## src/rtl/nonrestoring_divider.sv

```systemverilog
// rtl/nonrestoring_divider.sv - radix-2 non-restoring sequential divider, one quotient bit per clock
// Define SIGNED_DIV_EN for two's-complement truncating division; default build is unsigned.
module nonrestoring_divider #(
   parameter int Width_in = 16,
   parameter int Width_PR = 2*Width_in+1
) (
   input  logic                clk,
   input  logic                reset,
   input  logic                start,
   input  logic [Width_in-1:0] in_A,
   input  logic [Width_in-1:0] in_B,
   output logic                busy,
   output logic                done,
   output logic                div_by_zero,
   output logic [Width_in-1:0] quotient,
   output logic [Width_in-1:0] remainder
);
   localparam int CW = $clog2(Width_in + 1);

   typedef enum logic [1:0] {IDLE, ITER, FIX, DONE} state_t;

   state_t              state, state_nx;
   logic [Width_PR-1:0] pr;
   logic [Width_PR-1:0] pr_sh;
   logic [Width_in-1:0] d;
   logic [CW-1:0]       cnt;
   logic [Width_in:0]   r_cur, r_next, d_ext;
   logic [Width_in-1:0] r_fix, q_fin, r_fin;
   logic [Width_in-1:0] a_ld, b_ld;
   logic                accept, last_iter;

   assign accept    = start && (state == IDLE || state == DONE);
   assign last_iter = (cnt == CW'(Width_in - 1));
   assign busy      = (state == ITER) || (state == FIX);
   assign done      = (state == DONE);

   // R lives in the top Width_in+1 bits; the shift drops the old sign bit,
   // which is fine because the add/sub result always lands back in range.
   assign r_cur  = pr[Width_PR-1:Width_in];
   assign pr_sh  = {pr[Width_PR-2:0], 1'b0};
   assign d_ext  = {1'b0, d};
   assign r_next = r_cur[Width_in] ? pr_sh[Width_PR-1:Width_in] + d_ext
                                   : pr_sh[Width_PR-1:Width_in] - d_ext;
   assign r_fix  = r_cur[Width_in-1:0] + (r_cur[Width_in] ? d : '0);

`ifdef SIGNED_DIV_EN
   logic neg_q, neg_r;
   assign a_ld  = in_A[Width_in-1] ? -in_A : in_A;
   assign b_ld  = in_B[Width_in-1] ? -in_B : in_B;
   assign q_fin = neg_q ? -pr[Width_in-1:0] : pr[Width_in-1:0];
   assign r_fin = neg_r ? -r_fix : r_fix;

   always_ff @(posedge clk or negedge reset) begin
      if (!reset) begin
         neg_q <= 1'b0;
         neg_r <= 1'b0;
      end else if (accept) begin
         neg_q <= in_A[Width_in-1] ^ in_B[Width_in-1];
         neg_r <= in_A[Width_in-1];
      end
   end
`else
   assign a_ld  = in_A;
   assign b_ld  = in_B;
   assign q_fin = pr[Width_in-1:0];
   assign r_fin = r_fix;
`endif

   always_comb begin
      state_nx = state;
      case (state)
         IDLE, DONE: begin
            if (!start)           state_nx = IDLE;
            else if (in_B == '0)  state_nx = DONE;
            else                  state_nx = ITER;
         end
         ITER:    if (last_iter) state_nx = FIX;
         FIX:     state_nx = DONE;
         default: state_nx = IDLE;
      endcase
   end

   always_ff @(posedge clk or negedge reset) begin
      if (!reset) state <= IDLE;
      else        state <= state_nx;
   end

   always_ff @(posedge clk or negedge reset) begin
      if (!reset) begin
         pr          <= '0;
         d           <= '0;
         cnt         <= '0;
         div_by_zero <= 1'b0;
         quotient    <= '0;
         remainder   <= '0;
      end else begin
         case (state)
            IDLE, DONE: begin
               if (start) begin
                  pr  <= {{(Width_in+1){1'b0}}, a_ld};
                  d   <= b_ld;
                  cnt <= '0;
                  if (in_B == '0) begin
                     quotient    <= '1;
                     remainder   <= in_A;
                     div_by_zero <= 1'b1;
                  end
               end
            end
            ITER: begin
               pr  <= {r_next, pr_sh[Width_in-1:1], ~r_next[Width_in]};
               cnt <= cnt + 1'b1;
            end
            FIX: begin
               quotient    <= q_fin;
               remainder   <= r_fin;
               div_by_zero <= 1'b0;
            end
            default: ;
         endcase
      end
   end
endmodule
```

## config.mk

```make
export PLATFORM = sky130hd
export DESIGN_NAME = nonrestoring_divider
export DESIGN_NICKNAME = d
export VERILOG_FILES = /design/src/rtl/nonrestoring_divider.sv
export SDC_FILE = /design/constraint.sdc
export NUM_CORES = 1
export LEC_CHECK = 0
export ABC_AREA = 1
export CAP_MARGIN = 20
export CORE_ASPECT_RATIO = 0.5
export CORE_MARGIN = 1.5
export CORE_UTILIZATION = 50
export CTS_CLUSTER_DIAMETER = 100
export CTS_CLUSTER_SIZE = 25
export DETAILED_ROUTE_END_ITERATION = 8
export PLACE_DENSITY = 0.72
export SLEW_MARGIN = 20
export SYNTH_ARGS = -nofsm -noshare
export SYNTH_HDL_FRONTEND = slang
export SYNTH_SLANG_ARGS = --single-unit
```

## constraint.sdc

```tcl
create_clock -name clk -period 2.7 [get_ports clk]
set_input_delay 0.54 -clock clk [delete_from_list [all_inputs] [get_ports clk]]
set_output_delay 0.54 -clock clk [all_outputs]
set_load 0.005 [all_outputs]
```

==> flow_summary.yaml, run 1 <==
clocking:
  cts-root-buf: "clkbuf_16"
  cts.htree.levels: 3
  cts_tree: "yes"
  cts_buffers: 9
  clock-sinks: 89
  cts_hold_buf: 0
  clkTransAtPathRegs_ns: 0.07
  clock_path_buffers: 2
  clk_latency_ns: 0.35
synthesis:
  async_reset_ff_share_pct: 100
  synth-compound-area-share_pct: 13.2
  yosys-top-cells-area: "dfrtp_1 36%, nand2_1 16%, ha_1 7.6%"
  synth_xor_xnor_area_share_pct: 2.44
  synth_simple_gate_area_share_pct: 29.1
  yosysTopAreaCell: "dfrtp_1"
  synthMuxAreaShare_pct: 0
  synthCells: 864
  synth-edff-count: 0
  synth_top_area_share_pct: 36.5
  netlist_area_um2: 6110
  syn_avg_cell_area_um2: 7.07
  synth_most_common_cell: "nand2_1"
  yosys_warnings: 0
  synthFlopType: "dfrtp_1"
  ys_types: 39
  synth-seq-area-share_pct: 36.5
  synth_seq_cells: 89
  ys_top_cells_by_count: "261 x nand2_1, 123 x inv_1, 89 x dfrtp_1"
  syn_nets: 938
  synthAdderAreaFrac_pct: 8.23
  synth_top_family_by_area: "simple AND/OR/NAND/NOR gates"
die:
  io_pins: 70
  core_area_um2: 11900
  fp-row-count: 28
  start_util_pct: 51.4
  dieArea_um2: 12900
  die_y_um: 81.2
  die_w_um: 159
sta:
  finalMaxSlewViolations: 0
  setup_tns_ns: 0
  fmax_ghz: 0.387
  grt_setup_unrepaired: "yes"
  tightest_slew_ns: 0.569
  finalHoldViolations: 0
  setup_violations: 0
  hold_slack_ns: 0.177
  clock_skew_ns: 0.00703
  fin_crit_sh_pct: 95.7
  min_period_ns: 2.58
  relSlewSlack_pct: 62.0
routing:
  drt-initial-drc-count: 406
  viasPerCell: 5.18
  final_antenna_net_count: 0
  dr_total_vias: 5720
  finalWirelength_mm: 15.7
  drc: 0
  first_pass_iters: 5
  routedWlPerCell_um: 14.2
place:
  dpl_cell_area_um2: 6930
  dp_hpwl_mm: 11.8
  port_buffers: 69
  gp_congestion: 0.918
critical_path:
  crit_arrival_ns: 2.83
  end_kind: "flop"
  slowest_delay_ns: 0.41
  critPathSlowestCell: "dfrtp_1"
  path_buf_inv: 2
  cp_common_cell: "nand2_1"
  cp_top_family: "simple AND/OR/NAND/NOR gates"
  path_class: "flop to flop"
  cp_max_fo: 5
  cp_cell_sequence: "inv_1, ha_4, nand2_2, o31ai_1, xor2_1, ha_1, nand2_1, inv_1, a21oi_1, nand2_1, nand2_1, nand2_2, nand2_2, nand3_1, nand2_1, nand2_1"
  start_kind: "flop"
  cp_data_required_time_ns: 2.94
grt:
  grt_pass1_vias: 5252
  grt_pass1_wl_mm: 25.9
  grt_antenna_before_repair: 0
  grt_use_total_pct: 25.6
  grt_overflow: 0
  grt_max_degree: 49
hold_path:
  hold_class: "input port to asynchronous set/reset pin"
cells_and_area:
  drive_gt1_share_pct: 9.16
  postLayoutCoreUtil_pct: 62.2
  diodes: 0
  stdcell_area_um2: 7380
  layout.nets: 1008
  area_delta_synth_final_pct: 20.9
pwr:
  leakage_nw: 3.77
  ir_worst_vdd_mv: 0.696
  power.density_nw_per_um2: 1410
  total_power_mw: 10.4
flow_run:
  drv_cap: 0
outcome:
  outcome: "completed"
-- stage by stage --
stage / instances / setup slack, ns
floorplan: 864 / 0.379
global placement: 1082 / 0.161
detailed placement: 1082 / 0.113
finish: 1104 / 0.115
global route: 1104 / -0.0676
CTS: 1098 / 0.0932
-- cells in the final DEF (no fill, tap or decap), types with 5 or more instances in the layout --
| cell | n |
|---|---|
| inv_2 | 8 |
| ha_1 | 35 |
| clkbuf_16 | 9 |
| o21ai_0 | 42 |
| nor2_2 | 6 |
| nand4_1 | 8 |
| o21ai_1 | 18 |
| o211ai_1 | 14 |
| nand3_1 | 47 |
| xor2_1 | 12 |
| nand2_1 | 253 |
| nand2_2 | 13 |
| dfrtp_1 | 86 |
| nand3b_1 | 5 |
| inv_1 | 120 |
| nor2_1 | 71 |
| a31oi_1 | 22 |
| a21oi_1 | 34 |
| nor2_4 | 5 |
| buf_4 | 17 |
| clkdlybuf4s50_1 | 68 |
-- worst paths after layout --
path,start,to,slack [ns],depth (start not counted)
min in group clk,remainder[12]$_DFFE_PN0P_,remainder[12]$_DFFE_PN0P_,0.48,2
worst max-delay path,d[0]$_DFFE_PN0P_,pr[0]$_DFFE_PN0P_,0.12,16
worst min register to register,remainder[12]$_DFFE_PN0P_,remainder[12]$_DFFE_PN0P_,0.48,2
max in group asynchronous,reset,quotient[14]$_DFFE_PN0P_,1.87,2
worst max register to register,d[0]$_DFFE_PN0P_,pr[0]$_DFFE_PN0P_,0.12,16
worst min-delay path,reset,pr[26]$_DFFE_PN0P_,0.18,1
-- power by group --
group / switching [mW] / internal (mW) / leakage, nW
sequential: 0.619 / 1.98 / 1.08
combinational: 3.94 / 2.61 / 2.56
clock: 0.599 / 0.649 / 0.141
-- routing by layer --
metal  GRT usage (%)  vias up  wire length, um
met3            4.85       22              798
met1            36.1     2660             7790
met5               0        -                0
met4            8.49        0              280
met2            39.9      143             6780
li1                -     2895                -
-- flip-flops by register name (all words and copies together), names as in the netlist --
register and flops:
pr 33, d 16, quotient 16, remainder 16
cnt 5, state 2, div_by_zero 1
-- worst reg2reg max path, stage by stage (launching register included) --
cell     delay (ns)
dfrtp_1        0.41
inv_1          0.12
ha_4           0.16
nand2_2        0.09
o31ai_1        0.30
xor2_1         0.21
ha_1           0.30
nand2_1        0.13
inv_1          0.05
a21oi_1        0.13
nand2_1        0.15
nand2_1        0.11
nand2_2        0.06
nand2_2        0.07
nand3_1        0.07
nand2_1        0.07
nand2_1        0.04
-- area by class of cell --
type,instances,area [um^2]
sequential,89,2230
clock inverter,7,65.1
timing repair buffer,86,828
fill,1113,4490
inverter,128,480
clock buffer,9,225
tap,165,206
multi-input combinational,620,3350
-- cell families after synthesis --
family | after synthesis
xor gates and xnor gates | 17
and+or+nand+nor | 422
adders and majority gates | 39
DFF | 89
buffers and inverters | 155
AOI/OAI and AO/OA | 142
-- what timing repair did --
item	CTS	global route
hold endpoints to repair	0	0
endpoints found under the setup margin	0	6
gates resized for setup	0	30
buffers inserted	0	6
(Power assumes the default switching activity.)
==> run 2: changes to the inputs <==
--- a/config.mk
+++ b/config.mk
@@ -8,7 +8,7 @@
 export ABC_AREA = 1
 export CAP_MARGIN = 20
 export CORE_ASPECT_RATIO = 0.5
-export CORE_MARGIN = 1.5
+export CORE_MARGIN = 3
 export CORE_UTILIZATION = 50
 export CTS_CLUSTER_DIAMETER = 100
 export CTS_CLUSTER_SIZE = 25
==> run 2 against run 1 <==
  * Worst hold slack improved by 0.033 ns
  * Non-clock buffer count rose by 6
  * Flip-flop and latch count stayed put
  * Utilization increased by 3.0 points
  * Sequential power about the same
  * First-iteration DRC count is 13% higher
  * Cell count is the same
  * Combinational power is 3% higher
  * Via count down 0.24%
  * Critical endpoint is now pr[31]$_DFFE_PN0P_
  * Largest cell class unchanged
==> flow_summary.yaml, run 2 (synthesized netlist as in run 1, its figures left out) <==
outcome:
  outcome: "completed"
routing:
  first_pass_iters: 5
  dr_total_vias: 5706
  drt-initial-drc-count: 457
  routedWlPerCell_um: 14.5
  drc: 0
  finalWirelength_mm: 16.0
  final_antenna_net_count: 0
  viasPerCell: 5.17
sta:
  tightest_slew_ns: 0.621
  clock_skew_ns: 0.0101
  setup_violations: 0
  relSlewSlack_pct: 58.6
  fin_crit_sh_pct: 95.0
  fmax_ghz: 0.390
  finalHoldViolations: 0
  finalMaxSlewViolations: 0
  grt_setup_unrepaired: "yes"
  min_period_ns: 2.56
die:
  fp-row-count: 27
  core_area_um2: 11500
  die_y_um: 84.2
  io_pins: 70
  die_w_um: 162
  start_util_pct: 53.3
  dieArea_um2: 13700
place:
  dp_hpwl_mm: 11.9
  gp_congestion: 0.887
  port_buffers: 69
  dp_cells: 1074
grt:
  grt_pass1_wl_mm: 25.8
  grt_max_degree: 47
  grt_antenna_before_repair: 0
  grt_pass1_vias: 5178
  grt_use_total_pct: 23.4
  grt_overflow: 0
cells_and_area:
  regMostFlops: "pr"
  largest_register_ffs: 33
  diodes: 0
  most-common-layout-cells: "254 x nand2_1, 121 x inv_1, 82 x dfrtp_1"
  instances_no_fill: 1104
  area_delta_synth_final_pct: 22.1
  drive_gt1_share_pct: 10.1
  nFillCells: 1032
  layout.nets: 1014
  final_common_cell: "nand2_1"
  postLayoutCoreUtil_pct: 65.1
critical_path:
  cp_data_required_time_ns: 2.94
  rrSetupSlack_ns: 0.14
  start_kind: "flop"
  path_class: "flop to flop"
  cp_max_fo: 4
  end_kind: "flop"
  crit_arrival_ns: 2.80
pwr:
  power.density_nw_per_um2: 1430
  ir_worst_vdd_mv: 1.05
  leakage_nw: 3.81
clocking:
  cts.htree.levels: 3
  clock-sinks: 89
  cts_buffers: 9
  clk_latency_ns: 0.35
  cts-root-buf: "clkbuf_16"
  cts_tree: "yes"
  clock_path_buffers: 2
  clkTransAtPathRegs_ns: 0.07
  cts_hold_buf: 0
hold_path:
  hold_class: "input port to asynchronous set/reset pin"
flow_run:
  drv_cap: 0
## run 2: worst max-delay path, stage by stage, from the launching register on
cell and delay, ns:
dfrtp_2 0.44, nor2_2 0.13, nand2_2 0.08, nor2_4 0.15, nand3_4 0.12, nor3_4 0.14, nor2_1 0.07, xor2_1 0.15
ha_1 0.38, buf_4 0.14, nand2_1 0.06, nor2_1 0.18, nand3_1 0.16, nand2_1 0.09, nand2_1 0.05, nand3_1 0.06
nand2_1 0.05
## run 2: power by group
part	internal, mW	switching, mW	leakage, nW
sequential	1.99	0.616	1.07
combinational	2.75	4.00	2.59
clock	0.753	0.572	0.150
## run 2: per-stage QoR
stage | total power, mW | setup TNS, ns | instance area, um^2 | hold WS [ns] | setup slack, ns
after CTS | 10.0 | 0 | 7230 | 0.232 | 0.0549
after detailed placement | 8.65 | 0 | 6920 | 0.470 | 0.103
final | 10.7 | 0 | 7460 | 0.210 | 0.136
after global placement | 8.52 | 0 | 6920 | 0.467 | 0.175
after global routing | 11.7 | -0.0843 | 7460 | 0.249 | -0.0684
after floorplan | 6.88 | 0 | 6110 | 0.244 | 0.379
## run 2: final timing paths
kind,to,from,depth (start not counted)
max,pr[31]$_DFFE_PN0P_,d[2]$_DFFE_PN0P_,16
max in group asynchronous,quotient[8]$_DFFE_PN0P_,reset,2
min,pr[26]$_DFFE_PN0P_,reset,1
min in group clk,remainder[11]$_DFFE_PN0P_,remainder[11]$_DFFE_PN0P_,2
min reg2reg,remainder[11]$_DFFE_PN0P_,remainder[11]$_DFFE_PN0P_,2
max reg2reg,pr[31]$_DFFE_PN0P_,d[2]$_DFFE_PN0P_,16
## run 2: layout make-up
type | count | area (um^2) | area share, %
inverters | 128 | 480 | 6.44
clock buffers | 10 | 239 | 3.20
repair buffers | 92 | 886 | 11.9
well taps | 159 | 199 | 2.67
clock inverters | 6 | 72.6 | 0.973
flip-flops and latches | 89 | 2240 | 30.0
multi-input cells | 620 | 3350 | 44.9
## run 2: timing repair
action	CTS	global route
resized for setup	0	33
hold endpoints to repair	0	0
buffers inserted	0	14
endpoints found under the setup margin	0	8
## run 2: per-layer routing
metal | part of all wire, % | GRT usage, %
met1 | 51 | 35.8
met2 | 42 | 34.6
met3 | 6.0 | 4.78
met4 | 0.98 | 4.26
met5 | 0 | 0
==> run 3: changes to the inputs <==
--- a/config.mk
+++ b/config.mk
@@ -13,6 +13,7 @@
 export CTS_CLUSTER_DIAMETER = 100
 export CTS_CLUSTER_SIZE = 25
 export DETAILED_ROUTE_END_ITERATION = 8
+export GPL_TIMING_DRIVEN = 0
 export PLACE_DENSITY = 0.72
 export SLEW_MARGIN = 20
 export SYNTH_ARGS = -nofsm -noshare
==> run 3 against run 2 <==
  * Wire length rose by 5.9%
  * Cell count rose by 1.7%
  * Total power rose by 3.2%
==> flow_summary.yaml, run 3 (synthesized netlist as in run 1, its figures left out) <==
outcome:
  outcome: "completed"
clocking:
  cts-root-buf: "clkbuf_16"
  cts_buffers: 9
  cts_hold_buf: 0
  clkTransAtPathRegs_ns: 0.07
  cts.htree.levels: 3
  clock-sinks: 89
  clk_latency_ns: 0.35
  cts_tree: "yes"
  clock_path_buffers: 2
sta:
  setup_violations: 0
  finalHoldViolations: 0
  relSlewSlack_pct: 60.6
  finalMaxSlewViolations: 0
  hold_slack_ns: 0.0625
  clock_skew_ns: 0.00752
  tightest_slew_ns: 0.591
  fmax_ghz: 0.374
  min_period_ns: 2.68
  grt_setup_unrepaired: "yes"
  fin_crit_sh_pct: 99.1
critical_path:
  cp_max_fo: 5
  path_class: "flop to flop"
  start_kind: "flop"
  cp_data_required_time_ns: 2.93
  rrSetupSlack_ns: 0.02
  end_kind: "flop"
  crit_arrival_ns: 2.91
die:
  core_area_um2: 11500
  fp-row-count: 27
  die_y_um: 84.2
  dieArea_um2: 13700
  start_util_pct: 53.3
  io_pins: 70
  die_w_um: 162
pwr:
  power.density_nw_per_um2: 1450
  ir_worst_vdd_mv: 1.11
  pwr-share-comb_pct: 64.5
  leakage_nw: 3.89
  power_frac_clock_pct: 11.9
  switching_share_pct: 49.2
  p_seq_share_pct: 23.6
  power.switching_mw: 5.42
  p_int_mw: 5.60
cells_and_area:
  layout.nets: 1033
  nFillCells: 999
  final_common_cell: "nand2_1"
  regMostFlops: "pr"
  instances_no_fill: 1123
  most-common-layout-cells: "253 x nand2_1, 120 x inv_1, 84 x dfrtp_1"
  drive_gt1_share_pct: 11.8
  area_delta_synth_final_pct: 24.4
  diodes: 0
  largest_register_ffs: 33
grt:
  grt_use_total_pct: 25.8
  grt_antenna_before_repair: 0
  grt_pass1_vias: 5493
  grt_max_degree: 61
  grt_overflow: 0
  grt_pass1_wl_mm: 28.2
routing:
  drc: 0
  final_antenna_net_count: 0
  met2_length_mm: 7.13
  viasPerCell: 5.22
  dr_total_vias: 5859
  first_pass_iters: 5
  routedWlPerCell_um: 15.1
  wl_met3_mm: 1.02
  highest_layer: "met4"
  finalWirelength_mm: 16.9
  drt-initial-drc-count: 450
  drt-met1-wl_mm: 8.52
place:
  dp_hpwl_mm: 13.1
  gp_congestion: 0.918
  port_buffers: 69
  dp_cells: 1093
flow_run:
  drv_cap: 0
hold_path:
  hold_class: "input port to asynchronous set/reset pin"
==> run 3: cell count changes in the layout (fill, tap and decap cells not counted), moves of 3 or more <==
cell | before | now
buf_6 | 0 | 5
buf_2 | 0 | 7
o21ai_1 | 17 | 20
a21oi_1 | 34 | 30
nand3_1 | 47 | 44
a21oi_2 | 4 | 8
nand3_2 | 0 | 3
clkbuf_1 | 0 | 7
==> run 3: path summary, 6_finish.rpt <==
check / depth (start not counted) / endpoint / start
max: 17 / pr[32]$_DFFE_PN0P_ / d[2]$_DFFE_PN0P_
min: 1 / pr[30]$_DFFE_PN0P_ / reset
max reg2reg: 17 / pr[32]$_DFFE_PN0P_ / d[2]$_DFFE_PN0P_
min reg2reg: 2 / remainder[11]$_DFFE_PN0P_ / remainder[11]$_DFFE_PN0P_
max in group asynchronous: 2 / quotient[10]$_DFFE_PN0P_ / reset
min in group clk: 2 / remainder[11]$_DFFE_PN0P_ / remainder[11]$_DFFE_PN0P_
==> run 3: area by class of cell <==
cell class	count	area, um^2	share of cell area, %
multi-input cells	620	3390	44.6
flip-flops and latches	89	2230	29.4
repair buffers	84	825	10.9
inverters	128	480	6.32
clock buffers	10	229	3.01
well taps	159	199	2.62
plain buffers	27	171	2.26
clock inverters	6	73.8	0.972
==> run 3: worst max-delay path, cell delays in order, from the launching register on <==
cell and delay (ns):
dfrtp_2 0.44, nor2_1 0.11, nand2_1 0.11, nor2_4 0.16
nand3_4 0.12, o31ai_4 0.23, xnor2_2 0.16, ha_2 0.33
nand2_1 0.10, inv_1 0.06, nand2_1 0.07, nand2_1 0.08
nand2_1 0.09, nand2_2 0.06, a21oi_2 0.11, nand2_2 0.11
nand4_1 0.15, nand2_1 0.07
==> run 3: through the flow <==
step / util (%) / area (um^2) / power, mW / TNS [ns] / setup slack (ns)
2_1_floorplan: - / 6110 / 6.88 / 0 / 0.379
3_3_place_gp: 61.1 / 7000 / 8.77 / -197.01 / -2.22
3_5_place_dp: 61.4 / 7030 / 8.90 / -0.127 / -0.0754
4_1_cts: 64.4 / 7380 / 10.4 / 0 / 0.0386
5_1_grt: 66.3 / 7600 / 12.0 / -0.412 / -0.126
6_report: 66.3 / 7600 / 11.0 / 0 / 0.0241
==> run 3: metal layers <==
layer / up-vias / GRT usage [%]
met1: 2741 / 39.5
met3: 21 / 4.34
li1: 2955 / -
met4: 0 / 5.88
met2: 142 / 38.1
met5: - / 0
==> run 3: repair_timing <==
item                       4_1_cts  5_1_grt
buffers inserted                 2       12
pin swaps                        3       29
resized for setup                9       40
gates cloned                     0        0
setup endpoints to repair        5       18
==> run 3: power by group through the flow <==
| stage | Combinational [mW] | Sequential (mW) | Clock, mW |
|---|---|---|---|
| 2_1_floorplan | 4.47 | 2.41 | 0 |
| 3_3_place_gp | 6.21 | 2.57 | 0 |
| 3_5_place_dp | 6.32 | 2.58 | 0 |
| 4_1_cts | 6.47 | 2.57 | 1.33 |
| 5_1_grt | 7.95 | 2.68 | 1.39 |
| 6_report | 7.11 | 2.60 | 1.32 |
